<file path="config.mk">
export PLATFORM = sky130hd
export DESIGN_NAME = uart_receiver
export DESIGN_NICKNAME = d
export VERILOG_FILES = /design/src/rtl/uart_pkg.sv /design/src/rtl/uart_rx_parity.sv /design/src/rtl/uart_receiver.sv
export SDC_FILE = /design/constraint.sdc
export NUM_CORES = 1
export LEC_CHECK = 0
export ABC_CLOCK_PERIOD_IN_PS = 3500
export CAP_MARGIN = 20
export CORE_ASPECT_RATIO = 0.7
export CORE_MARGIN = 2
export CORE_UTILIZATION = 34
export DETAILED_ROUTE_END_ITERATION = 10
export PLACE_DENSITY = 0.59
export SYNTH_ARGS = -nofsm -noshare
export SYNTH_HDL_FRONTEND = slang
export SYNTH_SLANG_ARGS = --single-unit
</file>
<file path="constraint.sdc">
create_clock -name clk -period 3.5 [get_ports clk]
set_clock_uncertainty 0.1 [all_clocks]
set_input_delay 1.05 -clock clk [delete_from_list [all_inputs] [get_ports clk]]
set_output_delay 1.05 -clock clk [all_outputs]
set_load 0.1 [all_outputs]
</file>
<file path="src/rtl/uart_pkg.sv">
// Shared UART definitions: frame constants and receiver state encoding.
// Used by both the receiver and the transmitter so the frame format lives in one place.
package uart_pkg;

   localparam int   DATA_BITS   = 8;
   localparam int   STOP_BITS   = 2;
   localparam bit   PARITY_EVEN = 1'b1;
   localparam logic IDLE_LEVEL  = 1'b1;

   typedef enum logic [2:0] {
      S_IDLE,
      S_START,
      S_DATA,
      S_PARITY,
      S_STOP1,
      S_STOP2,
      S_WAIT_HIGH
   } rx_state_e;

endpackage

</file>
<file path="src/rtl/uart_rx_parity.sv">
// Running XOR of received data bits; clear wins over enable.
module uart_rx_parity (
   input  logic clk,
   input  logic rst,
   input  logic clr_i,
   input  logic en_i,
   input  logic bit_i,
   output logic par_o
);

   logic acc_q, acc_d;

   always_comb begin
      acc_d = acc_q;
      if (clr_i)
         acc_d = 1'b0;
      else if (en_i)
         acc_d = acc_q ^ bit_i;
   end

   always_ff @(posedge clk or posedge rst) begin
      if (rst)
         acc_q <= 1'b0;
      else
         acc_q <= acc_d;
   end

   assign par_o = acc_q;

endmodule

</file>
<file path="src/rtl/uart_receiver.sv">
// UART receiver: start, 8 data LSB first, even parity, 2 stop bits.
// Define UART_RX_SYNC_EN to put a 2-flop synchronizer on bitReceived.
module uart_receiver
   import uart_pkg::*;
#(
   parameter int CLKS_PER_BIT = 1
) (
   input  logic       clk,
   input  logic       rst,
   input  logic       bitReceived,
   output logic [7:0] dataOut,
   output logic       isValid,
   output logic       parityError,
   output logic       frameError,
   output logic       busy
);

   localparam int              HALF      = (CLKS_PER_BIT - 1) / 2;
   localparam int              BW        = (CLKS_PER_BIT > 1) ? $clog2(CLKS_PER_BIT) : 1;
   localparam logic [BW-1:0]   BAUD_LAST = BW'(CLKS_PER_BIT - 1);
   localparam logic [BW-1:0]   BAUD_HALF = BW'(HALF);
   localparam logic [2:0]      LAST_BIT  = 3'(DATA_BITS - 1);
   localparam logic            PAR_SENSE = PARITY_EVEN ? 1'b0 : 1'b1;

   logic rx_s;

`ifdef UART_RX_SYNC_EN
   logic [1:0] sync_q;

   always_ff @(posedge clk or posedge rst) begin
      if (rst)
         sync_q <= {2{IDLE_LEVEL}};
      else
         sync_q <= {sync_q[0], bitReceived};
   end

   assign rx_s = sync_q[1];
`else
   assign rx_s = bitReceived;
`endif

   rx_state_e     state_q, state_d;
   logic [BW-1:0] baud_q, baud_d;
   logic [2:0]    bitcnt_q, bitcnt_d;
   logic [7:0]    shadow_q, shadow_d;
   logic [7:0]    data_q, data_d;
   logic          stop1_q, stop1_d;
   logic          perr_pend_q, perr_pend_d;
   logic          perr_q, perr_d;
   logic          ferr_q, ferr_d;
   logic          valid_q, valid_d;
   logic          tick;
   logic          par_clr, par_en, par_acc;

   uart_rx_parity u_par (
      .clk   (clk),
      .rst   (rst),
      .clr_i (par_clr),
      .en_i  (par_en),
      .bit_i (rx_s),
      .par_o (par_acc)
   );

   // START samples at mid-bit, so the later bit states land mid-bit as well.
   always_comb begin
      tick = (state_q == S_START) ? (baud_q == BAUD_HALF) : (baud_q == BAUD_LAST);
   end

   always_comb begin
      baud_d = baud_q + BW'(1);
      if (state_q == S_IDLE || state_q == S_WAIT_HIGH || tick)
         baud_d = '0;
   end

   always_comb begin
      state_d     = state_q;
      bitcnt_d    = bitcnt_q;
      shadow_d    = shadow_q;
      data_d      = data_q;
      stop1_d     = stop1_q;
      perr_pend_d = perr_pend_q;
      perr_d      = perr_q;
      ferr_d      = ferr_q;
      valid_d     = 1'b0;
      par_clr     = 1'b0;
      par_en      = 1'b0;

      unique case (state_q)
         S_IDLE: begin
            if (rx_s != IDLE_LEVEL) begin
               // At one clock per bit the detecting edge already is the start sample.
               if (CLKS_PER_BIT == 1) begin
                  state_d  = S_DATA;
                  bitcnt_d = '0;
                  par_clr  = 1'b1;
               end else begin
                  state_d = S_START;
               end
            end
         end
         S_START: begin
            if (tick) begin
               if (rx_s != IDLE_LEVEL) begin
                  state_d  = S_DATA;
                  bitcnt_d = '0;
                  par_clr  = 1'b1;
               end else begin
                  state_d = S_IDLE;
               end
            end
         end
         S_DATA: begin
            if (tick) begin
               shadow_d[bitcnt_q] = rx_s;
               par_en             = 1'b1;
               bitcnt_d           = bitcnt_q + 3'd1;
               if (bitcnt_q == LAST_BIT)
                  state_d = S_PARITY;
            end
         end
         S_PARITY: begin
            if (tick) begin
               perr_pend_d = par_acc ^ rx_s ^ PAR_SENSE;
               state_d     = S_STOP1;
            end
         end
         S_STOP1: begin
            if (tick) begin
               stop1_d = rx_s;
               state_d = S_STOP2;
            end
         end
         S_STOP2: begin
            if (tick) begin
               data_d  = shadow_q;
               perr_d  = perr_pend_q;
               ferr_d  = !(stop1_q && rx_s);
               valid_d = 1'b1;
               state_d = (rx_s == IDLE_LEVEL) ? S_IDLE : S_WAIT_HIGH;
            end
         end
         S_WAIT_HIGH: begin
            // A held-low break must not look like a string of start bits.
            if (rx_s == IDLE_LEVEL)
               state_d = S_IDLE;
         end
         default: state_d = S_IDLE;
      endcase
   end

   always_ff @(posedge clk or posedge rst) begin
      if (rst) begin
         state_q     <= S_IDLE;
         baud_q      <= '0;
         bitcnt_q    <= '0;
         shadow_q    <= '0;
         data_q      <= '0;
         stop1_q     <= 1'b0;
         perr_pend_q <= 1'b0;
         perr_q      <= 1'b0;
         ferr_q      <= 1'b0;
         valid_q     <= 1'b0;
      end else begin
         state_q     <= state_d;
         baud_q      <= baud_d;
         bitcnt_q    <= bitcnt_d;
         shadow_q    <= shadow_d;
         data_q      <= data_d;
         stop1_q     <= stop1_d;
         perr_pend_q <= perr_pend_d;
         perr_q      <= perr_d;
         ferr_q      <= ferr_d;
         valid_q     <= valid_d;
      end
   end

   assign dataOut     = data_q;
   assign isValid     = valid_q;
   assign parityError = perr_q;
   assign frameError  = ferr_q;
   assign busy        = (state_q != S_IDLE);

endmodule

</file>
==> run_results.csv <==
group,metric,value,unit
route,wl_per_cell,13.08,um
power,p_leak,0.7243,nW
cts,cts-buffers-inserted,5,
min_path,min_path_type,"reg -> reg",
placed_design,pre_cts_ws,0.6985,ns
cts,htreeDepth,2,
cts,clk_latency,0.27,ns
synth,synthTopCellsByCount,"dfrtp_1 (29), mux2_2 (18), clkbuf_1 (8)",
synth,synth-edff-count,0,
route,avgViaCountPerCell,4.827,
synth,ys_top_cells_by_area,"dfrtp_1 (54%), mux2_2 (15%), clkbuf_1 (2.2%), nor4b_2 (2.2%), nand4b_1 (1.9%)",
die,pin_count,15,
route,drc_errors,0,
synth,ys.warnings.count,0,
synth,synth.avg_cell_area,12.44,um^2
critical_path,end_kind,"output pin",
synth,ys_ff_latch,29,
final_layout,antennaDiodeCount,0,
die,start_util,35.00,%
final_layout,regArea,725.7,um^2
power,vdd_drop_max,262.6,uV
critical_path,crit_path_start_kind,"flop",
timing,setup_viol,0,
timing,fin_ws,0.9157,ns
synth,yosys.area.top_type,"dfrtp_1",
cts,clock_sinks,29,
synth,syn-instance-count,109,
run_status,outcome,"finished clean",
timing,post-route-min-period,2.584,ns
cts,max-clock-path-buffers,2,
route,drtAntennaViolNets,0,
timing,fin_tns_setup,0,ns
grt,grt_first_pass_wirelength,3.774,mm
placed_design,dpl.hpwl,1.431,mm
cts,cts_setup_buffers,0,
synth,syn_nets,114,
cts,cts_tree,"done",
final_layout,finalNetCount,126,
cts,hold_buffers,0,
grt,first_global_vias,789,
timing,slew_headroom,59.58,%
synth,synth_most_common_cell,"dfrtp_1",
synth,seq_area_frac_synth,53.51,%
final_layout,multiInputGateArea,575.6,um^2
timing,finalCritPeriodShare,73.84,%
cts,cts-root-buf,"clkbuf_8",
route,dr.pass1.iters,4,
route,drt-initial-drc-count,57,
final_layout,synthToLayoutAreaGrowth,16.88,%
grt,antenna_found_initial,0,
power,p_per_area,731.5,mW/mm^2
synth,async_flop_share,100.0,%
synth,yosysUniqueCellTypes,35,
critical_path,path_class,"reg -> out",
die,dieArea,0.004519,mm^2
cts,cts_resized,0,
power,power,0.001160,W
timing,worst_pin_slew,0.6044,ns
timing,fmaxAchievable,0.3870,GHz
run,cap_violations,0,
grt,grt_max_degree,30,
critical_path,arrival,1.43,ns
synth,synth_ff_type,"dfrtp_1",
route,wl,2.263,mm
timing,holdWs,0.3769,ns
grt,grt-ovfl-total,0,
die,row_count,19,
timing,finalMaxSlewViolations,0,
timing,grt_setup_unrepaired,"no",
grt,groute.usage.overall,11.08,%
placed_design,routabilityCongestion,0.7511,
route,via_count,835,
final_layout,drive_gt1_share,34.71,%
die,fp.dieW,79.49,um
critical_path,crit_fanout,12,
final_layout,fill_cells,368,
synth,syn_area,0.001356,mm^2
cts,clk_pin_slew,0.06,ns
synth,yosys.area.top_type_share,53.51,%
critical_path,critPathRequiredTime,2.35,ns
die,core_area,0.003875,mm^2
timing,finalHoldViolCount,0,
placed_design,portBuffers,14,
die,die_h,56.85,um
## per-layer routing
metal	part of all wire (%)	vias up	global-route usage, %
met2	41	16	13.69
met5	0	-	0
met1	53	404	16.53
li1	-	410	-
met4	1.5	0	5.172
met3	5.1	5	4.341
## cells in the final DEF (no fill, tap or decap), drive strengths merged
master | netlist | layout
nand4b | 3 | 3
nor4b | 4 | 4
o22ai | 1 | 1
nand2 | 3 | 3
a21o | 2 | 2
o21ai | 4 | 4
o31a | 1 | 1
a31oi | 1 | 1
or3 | 1 | 1
buf | 2 | 13
nor4 | 1 | 1
inv | 4 | 4
or4b | 1 | 1
clkbuf | 8 | 7
ha | 2 | 2
nand2b | 3 | 3
mux2 | 19 | 19
nor2b | 2 | 2
a21oi | 1 | 1
clkdlybuf4s50 | 0 | 2
o21a | 2 | 2
nand4 | 1 | 1
nand3 | 2 | 2
o32ai | 1 | 1
conb | 1 | 1
xnor2 | 1 | 1
nor2 | 3 | 3
and4bb | 1 | 1
nor3 | 1 | 1
dfrtp | 29 | 29
a22o | 2 | 2
a2111oi | 1 | 1
nor4bb | 1 | 1
## logic make-up after synthesis
| family | synth area share, % |
|---|---|
| adders and majority gates | 1.845 |
| other | 0.2765 |
| buffers and inverters | 4.059 |
| AOI/OAI and AO/OA | 8.211 |
| DFF | 53.51 |
| xor gates and xnor gates | 0.6459 |
| and+or+nand+nor | 15.68 |
| muxes | 15.77 |
## final cells by class
type	count	area share, %
Sequential cell	29	45.78
Multi-Input combinational cell	66	36.31
Timing Repair Buffer	15	7.419
Clock buffer	7	5.446
Tap cell	52	4.104
Inverter	4	0.9471
## state kept, by name, summed over array words and instances, names as in the netlist
register     count
parityError      1
stop1_q          1
u_par.par_o      1
frameError       1
isValid          1
bitcnt_q         3
shadow_q         8
baud_q           1
perr_pend_q      1
state_q          3
dataOut          8
## metrics by stage
step	instances	cell area [um^2]	utilization, %
detailed placement	166	1499	38.68
floorplan	109	1356	-
CTS	173	1585	40.91
global placement	166	1499	38.68
finish	173	1585	40.91
global route	173	1585	40.91
## critical path, cell delays in order, from the launching register on
cell     delay (ns)
dfrtp_1        0.51
or3_1          0.41
buf_4          0.24
## power by group
| part | internal [W] | total [W] | switching [W] |
|---|---|---|---|
| logic | 0.000179 | 0.000341 | 0.000162 |
| registers | 0.000429 | 0.000550 | 0.000121 |
| clock network | 0.000156 | 0.000269 | 0.000114 |
| total | 0.000763 | 0.00116 | 0.000396 |
## worst paths after layout
path,start,to,slack [ns],cells past startpoint
min,stop1_q,frameError,0.38,1
max reg2reg,state_q[2],shadow_q[2],1.50,3
max,state_q[2],busy,0.92,2
min in group asynchronous,rst,shadow_q[4],1.05,3
min reg2reg,stop1_q,frameError,0.38,1
max in group asynchronous,rst,shadow_q[3],1.98,3
Note: power is estimated with default switching activity, not from simulation.
